==> config.mk <==
export PLATFORM = sky130hd
export DESIGN_NAME = shiftreg_seq
export DESIGN_NICKNAME = d
export VERILOG_FILES = /design/src/rtl/shiftreg_pkg.sv /design/src/rtl/shift_step.sv /design/src/rtl/shiftreg_seq.sv
export SDC_FILE = /design/constraint.sdc
export NUM_CORES = 1
export LEC_CHECK = 0
export CORE_MARGIN = 2
export CORE_UTILIZATION = 42
export DETAILED_ROUTE_END_ITERATION = 10
export HOLD_SLACK_MARGIN = 0.12
export PLACE_DENSITY = 0.75
export SYNTH_ARGS = -nofsm -noshare
export SYNTH_HDL_FRONTEND = slang
export SYNTH_SLANG_ARGS = --single-unit
==> constraint.sdc <==
create_clock -name clk -period 1.9 [get_ports clk]
set_input_delay 0.19 -clock clk [delete_from_list [all_inputs] [get_ports clk]]
set_output_delay 0.19 -clock clk [all_outputs]
set_load 0.05 [all_outputs]
==> src/rtl/shiftreg_pkg.sv <==
// shiftreg_pkg: shared mode encodings and FSM state
// type for the sequential shift register slice.
package shiftreg_pkg;

   localparam logic [1:0] MODE_LSR = 2'b00;
   localparam logic [1:0] MODE_LSL = 2'b01;
   localparam logic [1:0] MODE_ASR = 2'b10;
   localparam logic [1:0] MODE_ROR = 2'b11;

   typedef enum logic [1:0] {
      S_IDLE  = 2'd0,
      S_SHIFT = 2'd1,
      S_DONE  = 2'd2
   } state_t;

endpackage

==> src/rtl/shift_step.sv <==
// shift_step: one combinational single-bit step.
// value/mode/ser_in in; nxt (stepped value), out_bit out.
module shift_step
#(
   parameter int WIDTH = 8
)
(
   input  logic [WIDTH-1:0] value,
   input  logic [1:0]       mode,
   input  logic             ser_in,
   output logic [WIDTH-1:0] nxt,
   output logic             out_bit
);
   import shiftreg_pkg::*;

   always_comb begin
      nxt     = value;
      out_bit = 1'b0;
      unique case (1'b1)
         (mode == MODE_LSR): begin
            nxt     = {ser_in, value[WIDTH-1:1]};
            out_bit = value[0];
         end
         (mode == MODE_LSL): begin
            nxt     = {value[WIDTH-2:0], ser_in};
            out_bit = value[WIDTH-1];
         end
         (mode == MODE_ASR): begin
            nxt     = {value[WIDTH-1],
                       value[WIDTH-1:1]};
            out_bit = value[0];
         end
         (mode == MODE_ROR): begin
            nxt     = {value[0], value[WIDTH-1:1]};
            out_bit = value[0];
         end
         default: begin
            nxt     = value;
            out_bit = 1'b0;
         end
      endcase
   end

endmodule

==> src/rtl/shiftreg_seq.sv <==
// shiftreg_seq: loadable register doing N-step shifts/rotates.
// Ports: clk, reset(n), load/in_data, start/amount/mode, ser_in,
// abort -> out_q, ser_out, busy, done, zero.
module shiftreg_seq
#(
   parameter int WIDTH = 8,
   parameter int AMT_W = $clog2(WIDTH) + 1
)
(
   input  logic             clk,
   input  logic             reset,
   input  logic             load,
   input  logic [WIDTH-1:0] in_data,
   input  logic             start,
   input  logic [AMT_W-1:0] amount,
   input  logic [1:0]       mode,
   input  logic             ser_in,
   input  logic             abort,
   output logic [WIDTH-1:0] out_q,
   output logic             ser_out,
   output logic             busy,
   output logic             done,
   output logic             zero
);
   import shiftreg_pkg::*;

   state_t           state_q;
   state_t           state_d;
   logic [AMT_W-1:0] cnt_q;
   logic [1:0]       mode_q;
   logic [WIDTH-1:0] step_val;
   logic             step_bit;

   shift_step #(.WIDTH(WIDTH)) u_step (
      .value   (out_q),
      .mode    (mode_q),
      .ser_in  (ser_in),
      .nxt     (step_val),
      .out_bit (step_bit)
   );

   always_ff @(posedge clk or negedge reset) begin
      if (!reset) state_q <= S_IDLE;
      else        state_q <= state_d;
   end

   always_comb begin
      state_d = state_q;
      unique case (state_q)
         S_IDLE: begin
            if (!load && start) begin
               if (amount == '0) state_d = S_DONE;
               else              state_d = S_SHIFT;
            end
         end
         S_SHIFT: begin
            if (abort)
               state_d = S_IDLE;
            else if (cnt_q == AMT_W'(1))
               state_d = S_DONE;
         end
         S_DONE:  state_d = S_IDLE;
         default: state_d = S_IDLE;
      endcase
   end

   // Mode and count are latched at start so live input
   // changes cannot disturb a running operation.
   always_ff @(posedge clk or negedge reset) begin
      if (!reset) begin
         out_q   <= '0;
         ser_out <= 1'b0;
         cnt_q   <= '0;
         mode_q  <= MODE_LSR;
      end else begin
         unique case (state_q)
            S_IDLE: begin
               if (load) begin
                  out_q <= in_data;
               end else if (start && amount != '0) begin
                  mode_q <= mode;
                  cnt_q  <= amount;
               end
            end
            S_SHIFT: begin
               if (!abort) begin
                  out_q   <= step_val;
                  ser_out <= step_bit;
                  cnt_q   <= cnt_q - 1'b1;
               end
            end
            default: begin
            end
         endcase
      end
   end

   assign busy = (state_q == S_SHIFT);
   assign done = (state_q == S_DONE);
   assign zero = (out_q == '0);

endmodule

Yosys cells after proc, flatten, opt, wreduce, memory -nomap -nowiden

Index checks and enable logic that the tools add are counted.

Magnitude comparators: 0
$add $sub $neg: 1
Multiplexer cells: 14
Div/mod/pow operators: 0
Bitwise logic cells: 2
Reduce and logical (&&, ||, !) cells: 16
Equal/unequal tests: 15
Multiply operators: 0
Shift operators: 0

Operators by type and width:

| kind                                                 | number |
|---|---|
| case mux 8 bit (4 select lines)                      | 1 |
| two-way mux 8 bit                                    | 2 |
| case mux 8 bit (2 select lines)                      | 1 |
| two-way mux 4 bit                                    | 3 |
| != test 2 bit (second input constant)                | 6 |
| logical NOT 8 bit                                    | 1 |
| two-way mux 2 bit                                    | 4 |
| case mux 4 bit (2 select lines)                      | 1 |
| AND reduction 4 bit                                  | 2 |
| equality test 2 bit (second input constant)          | 3 |
| != test 5 x 1 -> 1 bit (second input constant)       | 1 |
| AND reduction 5 bit                                  | 1 |
| equality test 2 x 1 -> 1 bit (second input constant) | 2 |
| equality test 4 x 1 -> 1 bit (second input constant) | 1 |
| logical NOT 2 bit                                    | 2 |
| logical NOT 4 bit                                    | 1 |
| != test 4 x 1 -> 1 bit (second input constant)       | 1 |
| case mux 2 bit (2 select lines)                      | 1 |
| AND reduction 2 bit                                  | 2 |
| nonzero test 4 bit                                   | 1 |
| subtractor 4 x 1 -> 4 bit (second input constant)    | 1 |
| != test 3 x 2 -> 1 bit (second input constant)       | 1 |
| AND reduction 3 bit                                  | 1 |
| OR reduction 3 bit                                   | 1 |
| other kinds (5)                                      | 7 |

Register bits after elaboration: 17
Input bits: 20
Memories kept: 0
ROM bits: 0
Word-level logic and storage cells: 54
RAM bits: 0
Bits in latches: 0

Longest topological paths before layout

Gate-level depths: netlist of run 1.

Depth after elaboration: 5
Gate-level depth with buffers: 7
Gate-level depth less buffers: 6

Hierarchy

From an unflattened synthesis of run 1, not the netlist that was laid out.

Cell total of the unflattened synthesis: 91
Area total of the unflattened synthesis: 1121.1 um2

By module, submodules not included:

| module       | times used | cells an instance | area each (um2) |
|---|---|---|---|
| shiftreg_seq | 1          | 80                | 958.4 |
| shift_step   | 1          | 11                | 162.7 |

Worst setup path after synthesis of run 1

Ideal clock, no wire load.

Kind: flip-flop to output port
From: register out_q[3]
To: output port zero
Buffers on the path: 0
Data required time: 1.710 ns
Cell stages (with the launch flop): 3
Setup slack: -0.102 ns
Arrival: 1.812 ns
Path through: dfrtp_1 -> or4_1 -> nor2_1

Word-level cells in the longest chain between the ends: 1

RTL lines:

| what                     | RTL line            | text |
|---|---|---|
| start: declaration       | shiftreg_seq.sv:19  | `output logic [WIDTH-1:0] out_q,` |
| start signal: assignment | shiftreg_seq.sv:79  | `out_q <= in_data;` |
| start signal: assignment | shiftreg_seq.sv:87  | `out_q <= step_val;` |
| logical NOT 8 bit        | shiftreg_seq.sv:100 | `assign zero = (out_q == '0);` |
| end: declaration         | shiftreg_seq.sv:23  | `output logic zero` |

Every way passes these cells.

Worst setup path after layout of run 1

From: register mode_q[1]
To: register out_q[2]

Word-level cells in the longest chain between the ends: 4
Elaborated cells on any way between the ends: 9
Those cells by class: eq/ne: 4; mux: 3; reduce/logical: 2

RTL lines:

| what                                        | RTL line           | text |
|---|---|---|
| start: declaration                          | shiftreg_seq.sv:30 | `logic [1:0] mode_q;` |
| start signal: assignment                    | shiftreg_seq.sv:81 | `mode_q <= mode;` |
| equality test 2 bit (tied with other cells) | shift_step.sv:33   | `(mode == MODE_ROR): begin` |
| case mux 8 bit (4 select lines)             | shift_step.sv:19   | `unique case (1'b1)` |
| two-way mux 8 bit                           | shiftreg_seq.sv:86 | `if (!abort) begin` |
| case mux 8 bit (2 select lines)             | shiftreg_seq.sv:76 | `unique case (state_q)` |

Several ways; a longest one is shown, not always the timed one. The select of a mux whose other input is x is not followed.
A chain may end at the register's enable or synchronous reset.

==> results of run 1 <==
-- worst register-to-register path, cell delays in order, from the launching register on --
cell and delay [ps]:
dfrtp_1 420, inv_2 70, ha_1 190, or3_4 440, a221oi_2 300, nor2_1 90
mux2_2 270
-- state kept, by name, summed over array words and instances (netlist names) --
register and flops:
ser_out 1, out_q 8, cnt_q 4, state_q 2, mode_q 2
-- layer usage --
| layer | vias up | global-route usage | share of wire |
|---|---|---|---|
| met5 | - | 0 | 0 |
| met1 | 512 | 0.216 | 0.42 |
| met3 | 6 | 0.0445 | 0.056 |
| li1 | 515 | - | - |
| met2 | 38 | 0.347 | 0.50 |
| met4 | 0 | 0.0767 | 0.020 |
-- cells by family (layout without fill, tap and decap cells) --
kind of cell	after synthesis	in the layout	share of synthesized area
and+or+nand+nor	43	43	0.194
AOI/OAI and AO/OA	30	30	0.195
DFF	17	17	0.386
buffers and inverters	12	54	0.0432
muxes	10	10	0.101
adders and majority gates	7	7	0.0795
-- per-stage QoR --
| step | setup TNS, ps | utilization | hold slack (ps) | worst slack [ps] | power, mW |
|---|---|---|---|---|---|
| floorplan | 0 | - | -106 | 53.7 | 1.47 |
| global placement | 0 | 0.619 | 518 | 4.47 | 1.88 |
| detailed placement | -149 | 0.619 | 526 | -32.4 | 1.92 |
| CTS | 0 | 0.633 | 218 | 10.3 | 2.13 |
| global route | -127 | 0.654 | 220 | -87.1 | 2.36 |
| finish | 0 | 0.654 | 212 | 1.08 | 2.21 |
-- synthesized netlist by cell type --
master / count / area share
nor2_1: 23 / 0.078
dfrtp_1: 17 / 0.39
a21oi_1: 9 / 0.041
mux2_2: 9 / 0.092
a221oi_1: 7 / 0.056
ha_1: 7 / 0.080
inv_1: 7 / 0.024
nor2b_1: 5 / 0.028
or4_1: 3 / 0.020
a21o_1: 2 / 0.014
buf_2: 2 / 0.0091
clkbuf_1: 2 / 0.0068
nand2b_1: 2 / 0.011
nor3_1: 2 / 0.0091
nor3b_1: 2 / 0.014
o31ai_1: 2 / 0.014
or3_1: 2 / 0.011
a2111o_1: 1 / 0.010
a2111oi_0: 1 / 0.0080
a221o_1: 1 / 0.0091
a22oi_1: 1 / 0.0068
a31oi_1: 1 / 0.0057
and2b_1: 1 / 0.0068
inv_2: 1 / 0.0034
mux2i_1: 1 / 0.0091
nand2_1: 1 / 0.0034
nand3_1: 1 / 0.0045
nand3b_1: 1 / 0.0068
o21a_1: 1 / 0.0068
o21ai_0: 1 / 0.0045
o21bai_1: 1 / 0.0068
o22a_1: 1 / 0.0080
o22ai_1: 1 / 0.0057
-- power breakdown --
group / internal, mW / switching [mW]
registers: 0.513 / 0.210
clock network: 0.0783 / 0.116
logic: 0.542 / 0.752
total: 1.13 / 1.08
-- what timing repair did --
action / 4_1_cts / 5_1_grt
setup buffers: 0 / 0
resized for setup: 2 / 11
pin swaps: 0 / 7
endpoints found under the setup margin: 8 / 8
-- layout by cell type (no fill, tap or decap), drive strengths merged, types with 2 or more instances in the layout --
cell           synthesis  routed
mux2                   9       9
clkdlybuf4s50          0      28
nor3                   2       2
a21o                   2       2
nor2b                  5       5
inv                    8       8
or4                    3       3
ha                     7       7
a221oi                 7       7
nor3b                  2       2
nand2b                 2       2
or3                    2       2
clkbuf                 2       3
nor2                  23      23
a21oi                  9       9
dfrtp                 17      17
buf                    2      14
o31ai                  2       2
-- area by class of cell --
cell class / instances / area share
clock buffers: 3 / 0.0139
clock inverters: 1 / 0.00309
inverters: 8 / 0.0185
multi-input cells: 90 / 0.425
flip-flops and latches: 17 / 0.263
well taps: 30 / 0.0232
repair buffers: 42 / 0.253
-- how the worst max path moves through the flow --
| stage | startpoint | end | slack (ps) | cells past startpoint |
|---|---|---|---|---|
| floorplan | mode_q[0] | out_q[1] | 50 | 6 |
| global placement | amount[2] | mode_q[0] | 4 | 4 |
| detailed placement | mode_q[0] | out_q[5] | -30 | 6 |
| CTS | mode_q[1] | out_q[7] | 10 | 7 |
| global route | mode_q[1] | out_q[2] | -90 | 6 |
| finish | mode_q[1] | out_q[2] | 1 | 6 |
==> impl_metrics.ini, run 1 <==
[status]
status = completed

[finish]
drive_above_1_share = 0.255
instances_no_fill = 191
n_antenna_cell = 0
areaGrowthSynthToFinish_pct = 47.0
nets = 189
fillers = 220
final-seq-area_um2 = 425
final_area_um2 = 1620
multi_input_area_um2 = 688

[worst_setup_path]
critPathKind = reg2reg
crit_family = simple AND/OR/NAND/NOR gates
r2r_cells = 6
path_buf_inv = 1
cpPeakStageDelay_ps = 440
start_kind = register
critPathSlowestCell = or3_4
end_kind = register
cp_max_fo = 7
reg2reg_to = out_q[2]
cp.arrival_ps = 2080
r2r_setup_slack_ps = 1
crit_path_cell_trace = inv_2, ha_1, or3_4, a221oi_2, nor2_1, mux2_2
reg2reg_from = mode_q[1]
required_ps = 2080

[clocking]
numClockSinks = 17
cts_tree = done
ctsHoldBuffers = 0
cts_made_buffers = 3
cts.clk_slew.worst_paths_ps = 100
cts_buffer_depth = 2
cts_root_buf = clkbuf_4
clkLatencyLatePin_ps = 290
htree_levels = 1

[floorplan]
die_x_um = 55.2
dieHeight_um = 55.2
coreArea_um2 = 2480
io_pins = 32
initial_utilization = 0.444
row_count = 18
dieArea_um2 = 3050

[grt]
grt_max_degree = 18
grt_pass1_vias = 1108
antenna_found_initial = 0
grt_usage = 0.192
grt_remaining_overflow = 0
grt_pass1_wl_mm = 4.71

[place]
dp_hpwl_mm = 2.12
dp_cells = 187
place.gp.congestion = 0.827
placed_cell_area_um2 = 1530
io_buffers = 31

[sta]
setup_violations = 0
finalClockSkew_ps = 3.20
fmaxAchievable_mhz = 527
fin_crit_ps = 1900
finalMaxSlewViolations = 0
hold_viol_final = 0
worst_pin_slew_ps = 501
max_slew_margin = 0.665
fin_crit_sh = 0.999

[route]
wl_mm = 2.80
detail-route-antenna-nets = 0
vias = 1071
drt_iter0_drc = 8
first_pass_iters = 4
wl_per_cell_um = 14.7
drc = 0
avgViaCountPerCell = 5.61

[synthesis]
ys_seq_elements = 17
syn_inst = 119
syn_area_um2 = 1100
ys_seq_area_frac = 0.386
avgSynthCellArea_um2 = 9.25
synth_nets = 146
ys_warn_count = 0
yosysUniqueCellTypes = 33

[pwr]
p_per_area_nw_per_um2 = 1370
vdd.ir_drop.worst_mv = 1.14
p_leak_nw = 0.696

[min_path]
hold_class = in2async

[run]
max_cap_viol_count = 0
Note: power is estimated with default switching activity, not from simulation.
==> run 2: changes to the inputs <==
--- a/config.mk
+++ b/config.mk
@@ -7,6 +7,7 @@
 export LEC_CHECK = 0
 export CORE_MARGIN = 2
 export CORE_UTILIZATION = 42
+export CTS_BUF_LIST = sky130_fd_sc_hd__clkbuf_16
 export DETAILED_ROUTE_END_ITERATION = 10
 export HOLD_SLACK_MARGIN = 0.12
 export PLACE_DENSITY = 0.75
==> impl_metrics.ini, run 2 (synthesis results as in run 1) <==
[worst_setup_path]
path_buf_inv = 1
start_kind = register
crit_family = simple AND/OR/NAND/NOR gates
r2r_setup_slack_ps = 10
critPathKind = reg2reg
cpPeakStageDelay_ps = 440
reg2reg_to = out_q[2]
critPathSlowestCell = or3_4
required_ps = 2030
end_kind = register
crit_path_cell_trace = inv_2, ha_1, or3_4, a221oi_2, nor2_1, mux2_2
reg2reg_from = mode_q[1]
cp.arrival_ps = 2020
r2r_cells = 6
cp_max_fo = 7

[clocking]
cts_made_buffers = 3
htree_levels = 1
cts_root_buf = clkbuf_16
numClockSinks = 17
clkLatencyLatePin_ps = 250
cts.clk_slew.worst_paths_ps = 50
cts_buffer_depth = 2
cts_tree = done
postCtsSetupBuffers = 0
ctsHoldBuffers = 0

[route]
drc = 0
dr.max_layer_used = met4
drt_iter0_drc = 8
wl_met3_um = 151
first_pass_iters = 4
wl_per_cell_um = 14.8
detail-route-antenna-nets = 0
wl_mm = 2.82
vias = 1078
avgViaCountPerCell = 5.64
drt-met1-wl_mm = 1.19
wl_met2_mm = 1.42

[status]
status = completed

[sta]
fin_crit_ps = 1890
worst_pin_slew_ps = 501
timing.hold.ws_ps = 268
finalMaxSlewViolations = 0
setup_violations = 0
finalClockSkew_ps = 3.50
max_slew_margin = 0.665
hold_viol_final = 0
fin_crit_sh = 0.995
fmaxAchievable_mhz = 529

[finish]
areaGrowthSynthToFinish_pct = 51.8
regMostFlops = out_q
top_regs = out_q: 8 flops, cnt_q: 4 flops
layout_common_cells = 28 x clkdlybuf4s50_1, 22 x nor2_1, 17 x dfrtp_1
nets = 189
fillers = 213
instances_no_fill = 191
final_area_um2 = 1670
final_util = 0.675
final_common_cell = clkdlybuf4s50_1
largest_reg_flops = 8
drive_above_1_share = 0.255
n_antenna_cell = 0

[floorplan]
dieHeight_um = 55.2
io_pins = 32
die_x_um = 55.2
row_count = 18
initial_utilization = 0.444
dieArea_um2 = 3050
coreArea_um2 = 2480

[grt]
grt_max_degree = 18
grt_pass1_vias = 1084
grt_pass1_wl_mm = 4.63
grt_remaining_overflow = 0
grt_usage = 0.188
antenna_found_initial = 0

[pwr]
p_leak_nw = 0.719
vdd.ir_drop.worst_mv = 1.06
p_per_area_nw_per_um2 = 1460
p_sw_mw = 1.10
intPower_mw = 1.34
netSwitchingFraction = 0.451
p_seq_frac = 0.298
p_total_mw = 2.44
clkPwrFrac = 0.172
power_frac_comb = 0.531

[place]
dp_hpwl_mm = 2.12
dp_cells = 187
place.gp.congestion = 0.827
placed_cell_area_um2 = 1530
io_buffers = 31

[run]
max_cap_viol_count = 0

[min_path]
hold_class = in2async
[run 2: cell counts in the layout (fill, tap and decap cells not counted)]
No cell type changed its count.
[run 2: metrics by stage]
stage	TNS, ps	setup slack (ps)
after floorplan	0	53.7
after global placement	0	4.47
after detailed placement	-149	-32.4
after CTS	0	17.9
after global routing	-116	-84.7
final	0	9.54
[run 2: how the worst max path moves through the flow]
| stage | cells after the start | start | end | slack, ps |
|---|---|---|---|---|
| 2_1_floorplan | 6 | mode_q[0] | out_q[1] | 50 |
| 3_3_place_gp | 4 | amount[2] | mode_q[0] | 4 |
| 3_5_place_dp | 6 | mode_q[0] | out_q[5] | -30 |
| 4_1_cts | 7 | mode_q[1] | out_q[7] | 20 |
| 5_1_grt | 6 | mode_q[1] | out_q[2] | -80 |
| 6_report | 6 | mode_q[1] | out_q[2] | 10 |
[run 2: layout make-up]
type / count / area (µm²) / share of cell area
clock buffer: 3 / 75.1 / 0.0449
clock inverter: 1 / 5.00 / 0.00299
inverter: 8 / 30.0 / 0.0180
multi-input combinational: 90 / 688 / 0.412
sequential: 17 / 425 / 0.254
tap: 30 / 37.5 / 0.0225
timing repair buffer: 42 / 410 / 0.246
[run 2: power groups by stage]
stage / Combinational, mW / Sequential [mW] / Clock (mW)
after floorplan: 0.484 / 0.990 / 0
after global placement: 1.19 / 0.690 / 0
after detailed placement: 1.22 / 0.699 / 0
after CTS: 1.24 / 0.694 / 0.428
after global routing: 1.38 / 0.758 / 0.451
final: 1.29 / 0.726 / 0.419
[run 2: metal layers]
metal,up-vias,track usage
met5,-,0
li1,518,-
met3,7,0.0375
met1,516,0.213
met4,0,0.0732
met2,37,0.342
[run 2: repair_timing]
item / in CTS / in global routing
pin swaps: 0 / 6
resized for setup: 2 / 11
endpoints found under the setup margin: 8 / 8
==> run 3: changes to the inputs <==
--- a/config.mk
+++ b/config.mk
@@ -5,10 +5,12 @@
 export SDC_FILE = /design/constraint.sdc
 export NUM_CORES = 1
 export LEC_CHECK = 0
+export CAP_MARGIN = 40
 export CORE_MARGIN = 2
 export CORE_UTILIZATION = 42
 export CTS_BUF_LIST = sky130_fd_sc_hd__clkbuf_16
 export DETAILED_ROUTE_END_ITERATION = 10
+export GPL_TIMING_DRIVEN = 0
 export HOLD_SLACK_MARGIN = 0.12
 export PLACE_DENSITY = 0.75
 export SYNTH_ARGS = -nofsm -noshare
==> impl_metrics.ini, run 3 (synthesis results as in run 1) <==
[status]
status = completed

[finish]
multi_input_area_um2 = 722
nets = 183
fillers = 216
final-seq-area_um2 = 427
areaGrowthSynthToFinish_pct = 47.7
instances_no_fill = 185
top_regs = out_q: 8 flops, cnt_q: 4 flops
regMostFlops = out_q
n_antenna_cell = 0
drive_above_1_share = 0.245
layout_common_cells = 28 x clkdlybuf4s50_1, 22 x nor2_1, 16 x dfrtp_1
final_common_cell = clkdlybuf4s50_1
final_util = 0.657
largest_reg_flops = 8

[sta]
max_slew_margin = 0.463
finalMaxSlewViolations = 0
fin_crit_sh = 0.963
layout_setup_ws_ps = 69.8
fmaxAchievable_mhz = 546
finalClockSkew_ps = 2.12
rsz0062_at_grt = true
timing.hold.ws_ps = 409
setup_violations = 0
fin_crit_ps = 1830
worst_pin_slew_ps = 804
hold_viol_final = 0

[worst_setup_path]
r2r_setup_slack_ps = 70
reg2reg_from = mode_q[0]
r2r_cells = 6
end_kind = register
critPathSlowestCell = or3_4
cpPeakStageDelay_ps = 450
path_buf_inv = 1
cp.arrival_ps = 1960
critPathKind = reg2reg
crit_path_cell_trace = inv_2, ha_4, or3_4, a221oi_2, nor2_1, mux2_4
cp_max_fo = 7
reg2reg_to = out_q[2]
required_ps = 2030
start_kind = register
crit_family = simple AND/OR/NAND/NOR gates

[clocking]
cts_buffer_depth = 2
cts.clk_slew.worst_paths_ps = 50
cts_tree = done
cts_made_buffers = 3
htree_levels = 1
numClockSinks = 17
ctsHoldBuffers = 0
clkLatencyLatePin_ps = 250
cts_root_buf = clkbuf_16

[place]
pre_cts_ws_ps = -395
place.gp.congestion = 0.863
io_buffers = 31
dp_cells = 180
dp_hpwl_mm = 2.00

[route]
detail-route-antenna-nets = 0
drt_iter0_drc = 16
first_pass_iters = 4
vias = 1062
drc = 0
wl_per_cell_um = 15.8
avgViaCountPerCell = 5.74
wl_mm = 2.92

[grt]
use_met3 = 0.0422
met2_usage = 0.364
antenna_found_initial = 0
use_met1 = 0.226
grt_pass1_vias = 1079
grt_max_degree = 18
grt_pass1_wl_mm = 4.89
grt_usage = 0.199
grt_remaining_overflow = 0
top_usage_layer = met2

[run]
max_cap_viol_count = 0

[floorplan]
dieArea_um2 = 3050
io_pins = 32
row_count = 18
die_x_um = 55.2
coreArea_um2 = 2480
dieHeight_um = 55.2
initial_utilization = 0.444

[min_path]
hold_class = in2async

[pwr]
p_leak_nw = 0.686
p_total_mw = 2.44
vdd.ir_drop.worst_mv = 0.951
p_per_area_nw_per_um2 = 1500
-- run 3: where the power goes --
group | internal (mW) | total [mW] | switching [mW]
sequential | 0.516 | 0.736 | 0.220
combinational | 0.537 | 1.29 | 0.757
clock | 0.279 | 0.412 | 0.133
-- run 3: worst max path at each step --
stage / from / endpoint / slack (ps) / cells past startpoint
after detailed placement: state_q[1] / busy / -390 / 4
after floorplan: mode_q[0] / out_q[1] / 50 / 6
after global routing: mode_q[0] / out_q[6] / -30 / 6
final: mode_q[0] / out_q[2] / 70 / 6
after CTS: mode_q[0] / out_q[1] / 6 / 7
after global placement: state_q[1] / busy / -390 / 4
-- run 3: metal layers --
metal / vias to the layer above / wire length, µm
met3: 7 / 166
met5: - / 0
met1: 506 / 1200
met4: 0 / 47
li1: 506 / -
met2: 43 / 1500
-- run 3: final cells by class --
| class | count | share of cell area |
|---|---|---|
| clock buffer | 3 | 0.0462 |
| tap | 30 | 0.0231 |
| clock inverter | 1 | 0.00231 |
| timing repair buffer | 33 | 0.195 |
| sequential | 17 | 0.262 |
| inverter | 8 | 0.0185 |
| buffer | 3 | 0.00923 |
| multi-input combinational | 90 | 0.444 |
-- run 3: timing repair --
action,CTS,global route
pin swaps,0,14
buffers inserted,1,1
endpoints found under the setup margin,10,10
gates resized for setup,24,16
-- run 3: worst reg2reg max path, cell delays in order, from the launching register on --
cell and delay (ps):
dfrtp_1 410, inv_2 90, ha_4 170, or3_4 450
a221oi_2 270, nor2_1 60, mux2_4 260
-- run 3: through the flow --
| stage | TNS (ps) | instance area, µm² |
|---|---|---|
| final | 0 | 1630 |
| after global routing | -60.8 | 1630 |
| after CTS | 0 | 1590 |
| after detailed placement | -1020 | 1450 |
| after global placement | -766 | 1450 |
| after floorplan | 0 | 1100 |
